$ cat config.mk
export PLATFORM = sky130hd
export DESIGN_NAME = ll_seizure_detector_flat
export DESIGN_NICKNAME = d
export VERILOG_FILES = /design/src/rtl/ll_seizure_detector_if.sv /design/src/rtl/ll_seizure_detector.sv /design/src/flat_wrapper.sv
export SDC_FILE = /design/constraint.sdc
export NUM_CORES = 1
export LEC_CHECK = 0
export BUFFER_PORTS_ARGS = -buffer_cell sky130_fd_sc_hd__buf_2
export CAP_MARGIN = 20
export CORE_MARGIN = 8
export CORE_UTILIZATION = 40
export DETAILED_ROUTE_END_ITERATION = 8
export GPL_TIMING_DRIVEN = 1
export RECOVER_POWER = 100
export SYNTH_ARGS = -nofsm -noshare
export SYNTH_HDL_FRONTEND = slang
export SYNTH_SLANG_ARGS = --single-unit
$ cat constraint.sdc
create_clock -name clk -period 2.9 [get_ports clk]
set_input_delay 0 -clock clk [delete_from_list [all_inputs] [get_ports clk]]
set_output_delay 0 -clock clk [all_outputs]
set_load 0.03 [all_outputs]
$ cat src/rtl/ll_seizure_detector_if.sv
// ----------------------------------------------------------------------------
// ll_seizure_detector_if
// Bundles the sample stream, threshold, acknowledge and event outputs of the
// line-length seizure detector.
//   ll_in     signed line-length sample, qualified by ll_valid
//   ll_valid  one-cycle sample strobe
//   thresh    signed threshold, sampled together with ll_valid
//   ack       controller acknowledge of a held event
//   evt_flag  level, high from event declaration until ack
//   evt_pulse one-cycle pulse on event declaration
//   evt_count saturating count of declared events
//   busy      high while the detector is in ALARM or HOLDOFF
//   peak_ll   (only with LL_SEIZURE_DETECTOR_PEAK_EN) peak exceeding sample
// Modports: master = controller/LL side, slave = detector.
// Optional feature macro: LL_SEIZURE_DETECTOR_PEAK_EN
// ----------------------------------------------------------------------------
interface ll_seizure_detector_if #(
    parameter int ll_width  = 25,
    parameter int evt_width = 8
);
    logic signed [ll_width-1:0] ll_in;
    logic                       ll_valid;
    logic signed [ll_width-1:0] thresh;
    logic                       ack;
    logic                       evt_flag;
    logic                       evt_pulse;
    logic        [evt_width-1:0] evt_count;
    logic                       busy;
`ifdef LL_SEIZURE_DETECTOR_PEAK_EN
    logic signed [ll_width-1:0] peak_ll;

    modport master (
        output ll_in, ll_valid, thresh, ack,
        input  evt_flag, evt_pulse, evt_count, busy, peak_ll
    );
    modport slave (
        input  ll_in, ll_valid, thresh, ack,
        output evt_flag, evt_pulse, evt_count, busy, peak_ll
    );
`else
    modport master (
        output ll_in, ll_valid, thresh, ack,
        input  evt_flag, evt_pulse, evt_count, busy
    );
    modport slave (
        input  ll_in, ll_valid, thresh, ack,
        output evt_flag, evt_pulse, evt_count, busy
    );
`endif
endinterface

$ cat src/rtl/ll_seizure_detector.sv
// ----------------------------------------------------------------------------
// ll_seizure_detector
// Compares each windowed line-length sample against a runtime threshold and
// declares an event after consec_need consecutive exceedances. The event is
// held until acknowledged, then holdoff_len valid samples are ignored before
// detection re-arms. Declared events are counted (saturating).
// Ports:
//   clk  system clock, rising edge
//   rst  synchronous reset, active-low
//   en   active-low enable; high freezes every register
//   bus  ll_seizure_detector_if.slave (samples, threshold, ack, event outputs)
// Optional feature macro: LL_SEIZURE_DETECTOR_PEAK_EN adds bus.peak_ll, the
// largest exceeding sample of the current/last run.
// ----------------------------------------------------------------------------
module ll_seizure_detector #(
    parameter int ll_width    = 25,
    parameter int consec_need = 3,
    parameter int holdoff_len = 8,
    parameter int evt_width   = 8
) (
    input  logic                  clk,
    input  logic                  rst,
    input  logic                  en,
    ll_seizure_detector_if.slave  bus
);
    typedef enum logic [1:0] {IDLE, COUNT, ALARM, HOLDOFF} state_t;

    localparam logic [7:0] CONSEC_NEED = 8'(consec_need);
    localparam logic [7:0] HOLDOFF_LEN = 8'(holdoff_len);

    state_t                state_q, state_d;
    logic [7:0]            run_cnt_q, run_cnt_d;
    logic [7:0]            hold_cnt_q, hold_cnt_d;
    logic                  evt_flag_q, evt_flag_d;
    logic                  evt_pulse_q, evt_pulse_d;
    logic                  busy_q, busy_d;
    logic [evt_width-1:0]  evt_count_q, evt_count_d;
`ifdef LL_SEIZURE_DETECTOR_PEAK_EN
    logic signed [ll_width-1:0] peak_q, peak_d;
`endif

    logic exceed;
    logic declare_evt;

    // Strict signed comparison: equality does not count as an exceedance.
    assign exceed = $signed(bus.ll_in) > $signed(bus.thresh);

    always_comb begin
        // NOTE: every _d gets its hold value first, so no branch can leave a
        // signal unassigned and infer a latch.
        state_d     = state_q;
        run_cnt_d   = run_cnt_q;
        hold_cnt_d  = hold_cnt_q;
        evt_flag_d  = evt_flag_q;
        evt_pulse_d = evt_pulse_q;
        busy_d      = busy_q;
        evt_count_d = evt_count_q;
        declare_evt = 1'b0;
`ifdef LL_SEIZURE_DETECTOR_PEAK_EN
        peak_d      = peak_q;
`endif
        // en high freezes everything, including a pulse already on the output.
        if (!en) begin
            evt_pulse_d = 1'b0;
            unique case (state_q)
                IDLE: begin
                    if (bus.ll_valid && exceed) begin
                        run_cnt_d = 8'd1;
`ifdef LL_SEIZURE_DETECTOR_PEAK_EN
                        peak_d    = bus.ll_in;
`endif
                        if (CONSEC_NEED == 8'd1) declare_evt = 1'b1;
                        else                     state_d     = COUNT;
                    end
                end
                COUNT: begin
                    // Cycles without ll_valid leave the run intact.
                    if (bus.ll_valid) begin
                        if (exceed) begin
                            run_cnt_d = run_cnt_q + 8'd1;
`ifdef LL_SEIZURE_DETECTOR_PEAK_EN
                            if (bus.ll_in > peak_q) peak_d = bus.ll_in;
`endif
                            if (run_cnt_q + 8'd1 == CONSEC_NEED) declare_evt = 1'b1;
                        end else begin
                            run_cnt_d = 8'd0;
                            state_d   = IDLE;
                        end
                    end
                end
                ALARM: begin
`ifdef LL_SEIZURE_DETECTOR_PEAK_EN
                    if (bus.ll_valid && exceed && (bus.ll_in > peak_q)) peak_d = bus.ll_in;
`endif
                    // A sample arriving with ack is not part of the hold-off.
                    if (bus.ack) begin
                        evt_flag_d = 1'b0;
                        hold_cnt_d = 8'd0;
                        state_d    = HOLDOFF;
                    end
                end
                HOLDOFF: begin
                    if (bus.ll_valid) begin
                        hold_cnt_d = hold_cnt_q + 8'd1;
                        // The sample that ends hold-off is consumed, not tested.
                        if (hold_cnt_q + 8'd1 == HOLDOFF_LEN) begin
                            state_d   = IDLE;
                            run_cnt_d = 8'd0;
                            busy_d    = 1'b0;
                        end
                    end
                end
                default: state_d = IDLE;
            endcase

            if (declare_evt) begin
                state_d     = ALARM;
                evt_flag_d  = 1'b1;
                evt_pulse_d = 1'b1;
                busy_d      = 1'b1;
                if (evt_count_q != '1) evt_count_d = evt_count_q + 1'b1;
            end
        end
    end

    always_ff @(posedge clk) begin
        // NOTE: registers use non-blocking assignment so every flop samples
        // the pre-edge value of its inputs regardless of statement order.
        if (!rst) begin
            state_q     <= IDLE;
            run_cnt_q   <= 8'd0;
            hold_cnt_q  <= 8'd0;
            evt_flag_q  <= 1'b0;
            evt_pulse_q <= 1'b0;
            busy_q      <= 1'b0;
            evt_count_q <= '0;
`ifdef LL_SEIZURE_DETECTOR_PEAK_EN
            peak_q      <= '0;
`endif
        end else begin
            state_q     <= state_d;
            run_cnt_q   <= run_cnt_d;
            hold_cnt_q  <= hold_cnt_d;
            evt_flag_q  <= evt_flag_d;
            evt_pulse_q <= evt_pulse_d;
            busy_q      <= busy_d;
            evt_count_q <= evt_count_d;
`ifdef LL_SEIZURE_DETECTOR_PEAK_EN
            peak_q      <= peak_d;
`endif
        end
    end

    assign bus.evt_flag  = evt_flag_q;
    assign bus.evt_pulse = evt_pulse_q;
    assign bus.evt_count = evt_count_q;
    assign bus.busy      = busy_q;
`ifdef LL_SEIZURE_DETECTOR_PEAK_EN
    assign bus.peak_ll   = peak_q;
`endif

endmodule

$ cat src/flat_wrapper.sv
// flat-port wrapper written by rule: the top's interface ports become plain ports
module ll_seizure_detector_flat 
#(
    parameter int ll_width    = 25,
    parameter int consec_need = 3,
    parameter int holdoff_len = 8,
    parameter int evt_width   = 8
)
  (clk, rst, en, bus_ll_in, bus_ll_valid, bus_thresh, bus_ack, bus_evt_flag, bus_evt_pulse, bus_evt_count, bus_busy);
  ll_seizure_detector_if #(.ll_width(ll_width), .evt_width(evt_width)) bus_i ();
  input  logic clk;
  input  logic rst;
  input  logic en;
  input wire logic [$bits(bus_i.ll_in)-1:0] bus_ll_in;
  input wire logic [$bits(bus_i.ll_valid)-1:0] bus_ll_valid;
  input wire logic [$bits(bus_i.thresh)-1:0] bus_thresh;
  input wire logic [$bits(bus_i.ack)-1:0] bus_ack;
  output wire logic [$bits(bus_i.evt_flag)-1:0] bus_evt_flag;
  output wire logic [$bits(bus_i.evt_pulse)-1:0] bus_evt_pulse;
  output wire logic [$bits(bus_i.evt_count)-1:0] bus_evt_count;
  output wire logic [$bits(bus_i.busy)-1:0] bus_busy;
  assign bus_i.ll_in = bus_ll_in;
  assign bus_i.ll_valid = bus_ll_valid;
  assign bus_i.thresh = bus_thresh;
  assign bus_i.ack = bus_ack;
  assign bus_evt_flag = bus_i.evt_flag;
  assign bus_evt_pulse = bus_i.evt_pulse;
  assign bus_evt_count = bus_i.evt_count;
  assign bus_busy = bus_i.busy;
  ll_seizure_detector #(.ll_width(ll_width), .consec_need(consec_need), .holdoff_len(holdoff_len), .evt_width(evt_width)) u_core (.clk(clk), .rst(rst), .en(en), .bus(bus_i));
endmodule
# Word level (Yosys, flattened, before mapping)
# Cells that the tools add are included.
# W data, S select, Z words.
[classes]
n_addsub = 3
magnitude_cmp = 1
eq_ne = 17
n_mux = 30
bitwise = 1
reduce_logical = 15
[ops]
columns = ["op", "count"]
rows = [
  ["$mux W8", 7],
  ["$gt A25 B25 Y1", 1],
  ["$add A8 B1 Y8 const B", 3],
  ["$pmux W8 S3", 1],
  ["$pmux W8 S2", 1],
  ["$mux W2", 7],
  ["$mux W1", 13],
  ["$reduce_bool A2 Y1", 6],
  ["$ne A3 B2 Y1 const B", 3],
  ["$eq A8 B2 Y1 const B", 1],
  ["$eq A8 B4 Y1 const B", 1],
  ["$ne A8 B8 Y1 const B", 1],
  ["$pmux W2 S4", 1],
  ["$reduce_and A4 Y1", 2],
  ["$reduce_and A7 Y1", 1],
  ["$ne A2 B2 Y1 const B", 3],
  ["$ne A3 B1 Y1 const B", 2],
  ["$reduce_and A3 Y1", 2],
  ["$reduce_and A6 Y1", 1],
  ["$eq A2 B2 Y1 const B", 2],
  ["$ne A2 B1 Y1 const B", 2],
  ["$ne A3 B3 Y1 const B", 1],
  ["$reduce_bool A3 Y1", 1],
  ["$eq A2 B1 Y1 const B", 1],
  ["other kinds (3)", 3],
]
[word_totals]
regBits = 29
in_bits = 55
elab_cells = 74

# Logic depth before layout (Yosys ltp)
# Gate-level depths: netlist (run 1).
[logic_depth]
ltp_word = 9
ltp_mapped = 10
depth_no_buf = 9

# Worst setup path after synthesis (run 1)
# No wires, ideal clock.
[synth_path]
path_type = "register to register"
startpoint = "register u_core.run_cnt_q[0]"
endpoint = "register u_core.evt_count_q[7], in the netlist u_core.bus.evt_count[7]"
setup_ns = 0.132
arrival_ns = 2.299
required_time_ns = 2.768
slack_ns = 0.469
stages_incl_launch_ff = 10
path_buffers = 1
period_less_slack_ns = 2.431
path_cell_list = "dfxtp_1 ha_1 nand3_2 o21ai_1 nand4_1 or4_1 nand4bb_4 buf_2 o41ai_1 a21oi_1"
[synth_via]
elab_chain_len = 8
[synth_rtl]
columns = ["element", "line_no", "rtl"]
rows = [
  ["start, declared", "ll_seizure_detector.sv:32", "logic [7:0] run_cnt_q, run_cnt_d;"],
  ["start signal, assigned", "ll_seizure_detector.sv:142", "run_cnt_q <= run_cnt_d;"],
  ["$add A8 B1 Y8", "ll_seizure_detector.sv:84", "if (run_cnt_q + 8'd1 == CONSEC_NEED) declare_evt = 1'b1;"],
  ["$eq A8 B2 Y1", "ll_seizure_detector.sv:84", ""],
  ["$mux W1", "ll_seizure_detector.sv:84", ""],
  ["$mux W1", "ll_seizure_detector.sv:79", "if (exceed) begin"],
  ["$mux W1", "ll_seizure_detector.sv:78", "if (bus.ll_valid) begin"],
  ["$mux W1", "ll_seizure_detector.sv:65", "unique case (state_q)"],
  ["$mux W1", "ll_seizure_detector.sv:63", "if (!en) begin"],
  ["$reduce_and A3 Y1 (no source line)", "-", ""],
  ["end signal, assigned", "ll_seizure_detector.sv:147", "evt_count_q <= evt_count_d;"],
  ["end, declared", "ll_seizure_detector.sv:37", "logic [evt_width-1:0] evt_count_q, evt_count_d;"],
]
# No other way between the ends. The select of a mux whose other input is x is not followed.
# A chain may end at the register's enable or synchronous reset.

# Worst setup path in the final report (run 1)
# Same ends and word-level chain as after synthesis.

==> results of run 1 <==
## path summary, 6_finish.rpt
| path | from | to | cells after the start | slack (ns) |
|---|---|---|---|---|
| setup / recovery | u_core.run_cnt_q[0] | u_core.bus.evt_count[7] | 8 | 0.26 |
| hold / removal | en | u_core.bus.evt_pulse | 3 | 0.05 |
| setup reg to reg | u_core.run_cnt_q[0] | u_core.bus.evt_count[7] | 8 | 0.26 |
| hold reg to reg | u_core.bus.evt_pulse | u_core.bus.evt_pulse | 2 | 0.47 |
## sequential cells by signal, indices dropped and copies added, names as in the netlist
name                  cells
u_core.bus.busy           1
u_core.hold_cnt_q         8
u_core.state_q            2
u_core.bus.evt_pulse      1
u_core.run_cnt_q          8
u_core.bus.evt_count      8
u_core.bus.evt_flag       1
## through the flow
stage / power (µW) / worst slack [ns]
global route: 1050 / 0.0430
global placement: 571 / 0.297
finish: 1000 / 0.262
CTS: 1020 / 0.209
detailed placement: 572 / 0.225
floorplan: 509 / 0.469
## logic make-up (layout without fill, tap and decap cells)
| group | Yosys count | in the layout | synth area share [%] |
|---|---|---|---|
| AOI/OAI and AO/OA | 77 | 77 | 21.0 |
| adders and majority gates | 29 | 29 | 16.1 |
| buffers and inverters | 42 | 110 | 7.23 |
| DFF | 29 | 29 | 25.8 |
| muxes | 5 | 5 | 2.28 |
| and+or+nand+nor | 118 | 118 | 27.6 |
## layer usage
metal | GRT usage (%) | wire (µm) | vias to the layer above
met3 | 3.95 | 409 | 2
met2 | 22.7 | 2580 | 51
li1 | - | - | 1216
met5 | 0 | 0 | -
met4 | 2.86 | 23 | 0
met1 | 16.9 | 2710 | 1025
## power breakdown
part,switching [µW],internal (µW)
clock network,158,280
logic,84.3,71.6
registers,5.65,401
total,248,752
## cell type report
cell class	instances	area (µm²)	share of cell area, %
clock buffer	7	86.3	3.14
clock inverter	1	30.0	1.09
inverter	34	128	4.64
multi-input combinational	229	1510	54.9
sequential	29	582	21.1
tap	72	90.1	3.27
timing repair buffer	68	327	11.9
## layout by cell type (no fill, tap or decap), types with 3 or more instances in the layout
master and n:
nand2b_1 5, clkbuf_1 14, a21oi_1 35, nor4_1 3, nand3_1 10, nand4_1 8, nor3b_1 3, clkbuf_8 6
nor2_1 12, buf_2 54, a211oi_1 4, nand2_1 37, o211ai_1 4, nor3_1 15, and3_1 5, o21ai_0 13
inv_1 34, o32ai_1 3, dfxtp_1 28, mux2i_1 4, or3_1 5, ha_1 29, or4_1 3
## critical path: cells and delay by family (launching register included)
kind | cells | cell delay, ns
AO/OA/AOI/OAI | 2 | 0.34
adder cells (fa/ha/maj) | 1 | 0.25
flip-flops | 1 | 0.37
AND/OR/NAND/NOR | 5 | 1.60
## repair_timing
| action | CTS | global route |
|---|---|---|
| setup buffers | 0 | 0 |
| setup endpoints to repair | 0 | 4 |
| gates resized for setup | 0 | 3 |
| hold endpoints to repair | 0 | 0 |
==> results by group, run 1 <==
Synthesis
  • Post-synth ARST share: 0%
  • Syn Nets: 384
  • Most numerous cell in the Yosys netlist: nand2_1
  • Cells after Synth: 300
  • #FFs+latches synth: 29
  • Dominant cells by area after synthesis: dfxtp_1 (26%), ha_1 (16%), a21oi_1 (8.0%)
  • Synth Flop Type: dfxtp_1
  • Post-synth EDFFs: 0
  • Mapped cell area: 2250 µm²
  • Yosys top cell by area: dfxtp_1
  • Synth cell count leaders: nand2_1 (37), a21oi_1 (36), inv_1 (34)
  • Synth cell types: 46
  • Top-area cell type share of the netlist area: 25.8%
  • Avg Cell Area, Syn: around 7.5 µm²
  • Seq/Total Area, Yosys: 25.8%
  • Syn. warnings: 0

Finish
  • Final nets: around 450
  • Core Util, Final: 50.3%
  • Diodes inserted: 0
  • Synth-to-layout area growth: 22.4%
  • Layout cell share with drive strength beyond 1: 19.6%
  • Non-Filler Instances: 440
  • Fillers: 563
  • Post-route design area: 2750 µm²

Place
  • DP Area: 2650 µm²
  • Post-DP HPWL: 4540 µm
  • Dpl cells: 432
  • Port buffer count: 65
  • Routability congestion estimate: ~0.8

Timing
  • Worst-margin pin slew: between 0.7 and 0.8 ns
  • Post-layout minimum cycle time: 2.64 ns
  • Final count of hold timing violations: 0
  • Worst hold slack: 0.0499 ns
  • Max_slew headroom: 48.3%
  • Highest clock rate: around 0.38 GHz
  • Slew Limit Fails: 0
  • Endpoints failing setup: 0
  • Unrepaired setup endpoints after global routing: false
  • Setup Skew: 0.00642 ns
  • Final Cycle Share: between 90 and 100%
  • Total negative slack: 0 ns

Clock tree
  • Skew-Pair Late Insertion Delay: 0.28 ns
  • Root buffer cell: clkbuf_8
  • TritonCTS clock tree: yes
  • Sink Count: 29
  • Worst-path clk slew: 0.06 ns
  • H-tree lvl count: 2
  • Max clock buf depth: 2
  • Total CTS buffers: 5
  • Cts hold-fix bufs: 0

Status
  • Outcome: finished clean

Floorplan
  • Die W: 91.0 µm
  • Die footprint: about 8300 µm²
  • Core ar.: 5470 µm²
  • # rows: 27
  • Starting Density: 41.1%
  • Die height: 91.0 µm
  • IO Pins: between 60 and 70

Power
  • Leak pwr: around 0.0012 µW
  • Max VDD drop: 0.251 mV
  • Pwr dens: 363 nW/µm²

Critical path
  • Critical path's slowest cell: or4_1
  • Crit path DAT: approximately 2.8 ns
  • Most Frequent Cell on Critical Path: or4_1
  • Critical path type: flop to flop
  • Crit-path max cell delay: 0.55 ns
  • Startpoint Class: flop
  • Cell Chain, Critical Path: ha_1 -> nand3_2 -> o21ai_1 -> nand4_1 -> or4_1 -> nand4bb_4 -> or4_1 -> a21oi_1
  • Critical path capture point type: flop
  • Worst Path Required: ~3.1 ns
  • Critical path peak fanout: 10

Detailed routing
  • Vias/cell: about 5.2
  • DR vias: 2,294
  • Wire length per cell: 13.0 µm
  • DRT Wirelength: between 5000 and 6000 µm
  • Starting DRT DRC Count: 88
  • 1st-pass router iterations: 4
  • ANT nets after route: 0
  • Number of remaining DRC errors: 0

Global routing
  • Initial antenna violation count: 0
  • Gr usage total: between 10 and 15%
  • GRT overflow: 0
  • Vias in the first global route: 2,208
  • First-pass GRT wire length: 9830 µm
  • Largest net degree at the start of global routing: 24

Hold path
  • Min-delay worst type: input pin to flop

Run
  • Max Cap Viol: 0
(Power assumes the default switching activity.)
==> run 2, diff against run 1 <==
- CORE_ASPECT_RATIO: default -> 1.25
- CORE_UTILIZATION: 40 -> 52
- PLACE_DENSITY: default -> 0.86
==> results by group, run 2 (same netlist as run 1, synthesis figures left out) <==
Status
  • Outcome: finished clean (unchanged)

Timing
  • Slew Limit Fails: 0 (unchanged)
  • Post-layout minimum cycle time: 2.69 ns (was 2.64 ns)
  • Worst-margin pin slew: 0.743 ns (was 0.775 ns)
  • Final count of hold timing violations: 0 (unchanged)
  • Unrepaired setup endpoints after global routing: false (unchanged)
  • Max_slew headroom: 50.4% (was 48.3%)
  • Worst hold slack: 0.0413 ns (was 0.0499 ns)
  • Highest clock rate: 0.372 GHz (was 0.379 GHz)
  • Total negative slack: 0 ns (unchanged)
  • Final Cycle Share: 92.7% (was 91.0%)
  • Endpoints failing setup: 0 (unchanged)
  • Setup Skew: 0.00749 ns (was 0.00642 ns)

Global routing
  • Vias in the first global route: 2,203 (was 2,208)
  • GRT overflow: 0 (unchanged)
  • First-pass GRT wire length: 9290 µm (was 9830 µm)
  • Initial antenna violation count: 0 (unchanged)
  • Gr usage total: 17.6% (was 13.6%)
  • Largest net degree at the start of global routing: 24 (unchanged)

Critical path
  • Critical path's slowest cell: or4_1 (unchanged)
  • CP Depth: 8 (unchanged)
  • CP delay by family, top: simple AND/OR/NAND/NOR gates (unchanged)
  • Startpoint Class: flop (unchanged)
  • Critical path capture point type: flop (unchanged)
  • Worst Path Required: 3.09 ns (was 3.10 ns)
  • Crit path DAT: 2.88 ns (was 2.83 ns)
  • Crit-path max cell delay: 0.55 ns (about the same)
  • CP bufs+invs: 0 (unchanged)
  • R2R Setup Slk: 0.21 ns (was 0.26 ns)
  • Critical path type: flop to flop (unchanged)
  • Cell Chain, Critical Path: ha_2 -> nand3_2 -> o21ai_1 -> nand4_1 -> or4_1 -> nand4bb_4 -> or4_1 -> a21oi_1 (was ha_1 -> nand3_2 -> o21ai_1 -> nand4_1 -> or4_1 -> nand4bb_4 -> or4_1 -> a21oi_1)
  • Most Frequent Cell on Critical Path: or4_1 (unchanged)
  • Reg2reg path depth: 8 (unchanged)
  • Critical path peak fanout: 10 (unchanged)

Floorplan
  • Die W: 74.8 µm (was 91.0 µm)
  • Starting Density: 54.5% (was 41.1%)
  • Die height: 89.5 µm (was 91.0 µm)
  • # rows: 26 (was 27)
  • Core ar.: 4130 µm² (was 5470 µm²)
  • IO Pins: 66 (unchanged)
  • Die footprint: 6700 µm² (was 8280 µm²)

Detailed routing
  • 1st-pass router iterations: 4 (unchanged)
  • Vias/cell: 5.69 (was 5.21)
  • ANT nets after route: 0 (unchanged)
  • DR vias: 2,420 (was 2,294)
  • Starting DRT DRC Count: 72 (was 88)
  • DRT Wirelength: 5530 µm (was 5720 µm)
  • Wire length per cell: 13.0 µm (about the same)
  • Number of remaining DRC errors: 0 (unchanged)

Clock tree
  • Worst-path clk slew: 0.06 ns (about the same)
  • Total CTS buffers: 5 (unchanged)
  • Max clock buf depth: 2 (unchanged)
  • Sink Count: 29 (unchanged)
  • Cts hold-fix bufs: 0 (unchanged)
  • Skew-Pair Late Insertion Delay: 0.28 ns (about the same)
  • TritonCTS clock tree: yes (unchanged)
  • H-tree lvl count: 2 (unchanged)
  • Root buffer cell: clkbuf_8 (unchanged)

Power
  • Total power: 898 µW (was 1000 µW)
  • Max VDD drop: 0.454 mV (was 0.251 mV)
  • Pwr dens: 332 nW/µm² (was 363 nW/µm²)
  • Leak pwr: 0.00115 µW (was 0.00117 µW)

Finish
  • Most frequent cells in the layout: buf_2 (54), nand2_1 (37), a21oi_1 (36) (was buf_2 (54), nand2_1 (37), a21oi_1 (35))
  • Diodes inserted: 0 (unchanged)
  • Final nets: 453 (was 451)
  • Most common cell after layout, fill and taps aside: buf_2 (unchanged)
  • Layout cell share with drive strength beyond 1: 19.5% (was 19.6%)
  • Synth-to-layout area growth: 20.5% (was 22.4%)

Place
  • Port buffer count: 65 (unchanged)
  • Routability congestion estimate: 0.897 (was 0.803)
  • Post-DP HPWL: 4400 µm (was 4540 µm)

Run
  • Max Cap Viol: 0 (unchanged)

Hold path
  • Min-delay worst type: input pin to flop (unchanged)
  • WHS Path Cells: 3 (unchanged)
run 2: cell type report:
type	count	area [µm²]
Multi-Input combinational cell	229	1510
Timing Repair Buffer	70	334
Sequential cell	29	583
Inverter	34	128
Tap cell	56	70.1
Clock buffer	7	86.3
Fill cell	389	1420
run 2: repair_timing:
item                                    4_1_cts  5_1_grt
setup buffers                                 0        3
gates resized for setup                       0        3
endpoints found under the setup margin        0        2
run 2: worst reg2reg max path: cells and delay by family (launching register included):
| kind | cells | cell delay [ns] |
|---|---|---|
| compound gates | 2 | 0.36 |
| fa+ha+maj | 1 | 0.23 |
| flops | 1 | 0.37 |
| simple gates | 5 | 1.64 |
run 2: through the flow:
stage	util (%)	instance area, µm²	cells	setup WS, ns
global route	65.6	2710	425	0.0404
finish	65.6	2710	425	0.212
floorplan	-	2250	300	0.469
CTS	65.6	2710	422	0.0919
global placement	63.5	2630	415	0.240
detailed placement	63.5	2630	415	0.132
run 2: report_power, final:
group / internal (µW) / switching, µW
Sequential: 401 / 2.22
Clock: 188 / 147
Combinational: 72.5 / 87.9
Total: 661 / 237
run 2: per-layer routing:
| layer | wire (µm) | track usage [%] |
|---|---|---|
| met5 | 0 | 0 |
| met4 | 79 | 6.79 |
| met3 | 419 | 4.15 |
| met2 | 2750 | 31.5 |
| met1 | 2290 | 19.1 |
run 2: path summary, 6_finish.rpt:
check | start | to
setup reg to reg | u_core.run_cnt_q[1] | u_core.bus.evt_count[3]
hold reg to reg | u_core.bus.evt_flag | u_core.bus.evt_flag
hold / removal | en | u_core.bus.evt_pulse
setup / recovery | u_core.run_cnt_q[1] | u_core.bus.evt_count[3]
==> run 3, diff against run 2 <==
- REMOVE_ABC_BUFFERS: default -> 1
==> results by group, run 3 (same netlist as run 1, synthesis figures left out) <==
Timing
  • Final count of hold timing violations: 0 (unchanged)
  • Total negative slack: 0 ns (unchanged)
  • Post-route setup slack: 0.153 ns (was 0.212 ns)
  • Post-layout minimum cycle time: 2.75 ns (was 2.69 ns)
  • Highest clock rate: 0.364 GHz (was 0.372 GHz)
  • Worst-margin pin slew: 0.735 ns (was 0.743 ns)
  • Unrepaired setup endpoints after global routing: false (unchanged)
  • Endpoints failing setup: 0 (unchanged)
  • Worst hold slack: 0.0400 ns (was 0.0413 ns)
  • Setup Skew: 0.00425 ns (was 0.00749 ns)
  • Max_slew headroom: 50.9% (was 50.4%)
  • Final Cycle Share: 94.7% (was 92.7%)
  • Slew Limit Fails: 0 (unchanged)

Global routing
  • Gr usage total: 17.4% (was 17.6%)
  • Largest net degree at the start of global routing: 24 (unchanged)
  • Initial antenna violation count: 0 (unchanged)
  • GRT overflow: 0 (unchanged)
  • First-pass GRT wire length: 9480 µm (was 9290 µm)
  • Vias in the first global route: 2,316 (was 2,203)

Detailed routing
  • DR vias: 2,356 (was 2,420)
  • ANT nets after route: 0 (unchanged)
  • 1st-pass router iterations: 4 (unchanged)
  • Number of remaining DRC errors: 0 (unchanged)
  • Starting DRT DRC Count: 64 (was 72)
  • DRT Wirelength: 5610 µm (was 5530 µm)
  • Wire length per cell: 13.2 µm (was 13.0 µm)
  • Vias/cell: 5.56 (was 5.69)

Power
  • Net Sw Frac: 26.3% (was 26.4%)
  • Pint: 687 µW (was 661 µW)
  • Leak pwr: 0.00116 µW (was 0.00115 µW)
  • Max VDD drop: 0.290 mV (was 0.454 mV)
  • Share of total power in the clock network: 39.6% (was 37.3%)
  • Flop pwr share: 43.6% (was 44.9%)
  • Switching power: 245 µW (was 237 µW)
  • Pwr dens: 344 nW/µm² (was 332 nW/µm²)
  • Gate power share: 16.8% (was 17.9%)

Critical path
  • CP delay by family, top: simple AND/OR/NAND/NOR gates (unchanged)
  • Crit path DAT: 2.95 ns (was 2.88 ns)
  • Startpoint Class: flop (unchanged)
  • R2R Setup Slk: 0.15 ns (was 0.21 ns)
  • Critical path peak fanout: 11 (was 10)
  • Critical path's slowest cell: or4_1 (unchanged)
  • Crit-path max cell delay: 0.55 ns (about the same)
  • CP bufs+invs: 0 (unchanged)
  • Worst Path Required: 3.10 ns (was 3.09 ns)
  • Cell Chain, Critical Path: ha_1 -> nand3_2 -> o21ai_1 -> nand4_1 -> or4_1 -> nand4bb_4 -> or4_1 -> a21oi_1 (was ha_2 -> nand3_2 -> o21ai_1 -> nand4_1 -> or4_1 -> nand4bb_4 -> or4_1 -> a21oi_1)
  • Critical path capture point type: flop (unchanged)
  • Most Frequent Cell on Critical Path: or4_1 (unchanged)
  • Critical path type: flop to flop (unchanged)

Clock tree
  • Worst-path clk slew: 0.06 ns (about the same)
  • Root buffer cell: clkbuf_8 (unchanged)
  • Max clock buf depth: 2 (unchanged)
  • Skew-Pair Late Insertion Delay: 0.28 ns (about the same)
  • Cts repair resizes: 0 (unchanged)
  • TritonCTS clock tree: yes (unchanged)
  • Sink Count: 29 (unchanged)
  • Total CTS buffers: 5 (unchanged)
  • Setup repair bufs after CTS: 0 (unchanged)
  • Cts hold-fix bufs: 0 (unchanged)
  • H-tree lvl count: 2 (unchanged)

Run
  • Max Cap Viol: 0 (unchanged)

Finish
  • Layout cell share with drive strength beyond 1: 19.3% (was 19.5%)
  • Most frequent cells in the layout: buf_2 (54), nand2_1 (37), a21oi_1 (36) (unchanged)
  • Multi-input logic area: 1510 µm² (about the same)
  • Core Util, Final: 65.7% (was 65.6%)
  • Final nets: 451 (was 453)
  • Fillers: 386 (was 389)
  • Synth-to-layout area growth: 20.6% (was 20.5%)
  • Storage element area: 581 µm² (was 583 µm²)
  • Diodes inserted: 0 (unchanged)
  • Most common cell after layout, fill and taps aside: buf_2 (unchanged)

Floorplan
  • Starting Density: 54.5% (unchanged)
  • Die height: 89.5 µm (unchanged)
  • Die W: 74.8 µm (unchanged)
  • # rows: 26 (unchanged)
  • Core ar.: 4130 µm² (unchanged)
  • IO Pins: 66 (unchanged)
  • Die footprint: 6700 µm² (unchanged)

Hold path
  • Min-delay worst type: input pin to flop (unchanged)

Place
  • Routability congestion estimate: 0.820 (was 0.897)
  • Place WS: 0.179 ns (was 0.132 ns)
  • Post-DP HPWL: 4370 µm (was 4400 µm)
  • Port buffer count: 65 (unchanged)

Status
  • Outcome: finished clean (unchanged)
run 3: cell types whose count changed in the layout (fill, tap and decap cells not counted), sizes merged:
cell and change:
clkinv +1, clkbuf -2
run 3: cell type report:
type | instances | share of cell area [%]
Tap cell | 56 | 2.58
Clock inverter | 1 | 0.185
Inverter | 34 | 4.70
Sequential cell | 29 | 21.4
Timing Repair Buffer | 68 | 12.0
Multi-Input combinational cell | 229 | 55.5
Clock buffer | 7 | 3.55
run 3: power by group through the flow:
| stage | combinational [µW] | sequential [µW] | clock [µW] |
|---|---|---|---|
| final | 156 | 406 | 369 |
| after global routing | 181 | 406 | 392 |
| after CTS | 157 | 406 | 377 |
| after detailed placement | 157 | 415 | 0 |
| after global placement | 150 | 415 | 0 |
| after floorplan | 91.8 | 414 | 0 |
run 3: layer usage:
| metal | vias up | part of all wire [%] | track usage (%) |
|---|---|---|---|
| met4 | 0 | 1.9 | 6.61 |
| met2 | 89 | 47 | 30.7 |
| li1 | 1222 | - | - |
| met5 | - | 0 | 0 |
| met1 | 1033 | 42 | 19.5 |
| met3 | 12 | 9.5 | 4.15 |
run 3: worst reg2reg max path, stage by stage (launching register included):
cell       delay, ns
dfxtp_1         0.41
ha_1            0.26
nand3_2         0.12
o21ai_1         0.21
nand4_1         0.11
or4_1           0.53
nand4bb_4       0.33
or4_1           0.55
a21oi_1         0.15
run 3: final timing paths:
| kind | startpoint | depth (start not counted) | end |
|---|---|---|---|
| max | u_core.run_cnt_q[1] | 8 | u_core.bus.evt_count[7] |
| max reg2reg | u_core.run_cnt_q[1] | 8 | u_core.bus.evt_count[7] |
| min reg2reg | u_core.bus.evt_flag | 2 | u_core.bus.evt_flag |
| min | en | 3 | u_core.bus.evt_pulse |
run 3: metrics by stage:
stage                     cell area (µm²)  power [µW]  std cells
final                                2710         932        424
after detailed placement             2620         572        414
after global routing                 2710         979        424
after global placement               2620         565        414
after CTS                            2720         940        422
after floorplan                      2210         505        292
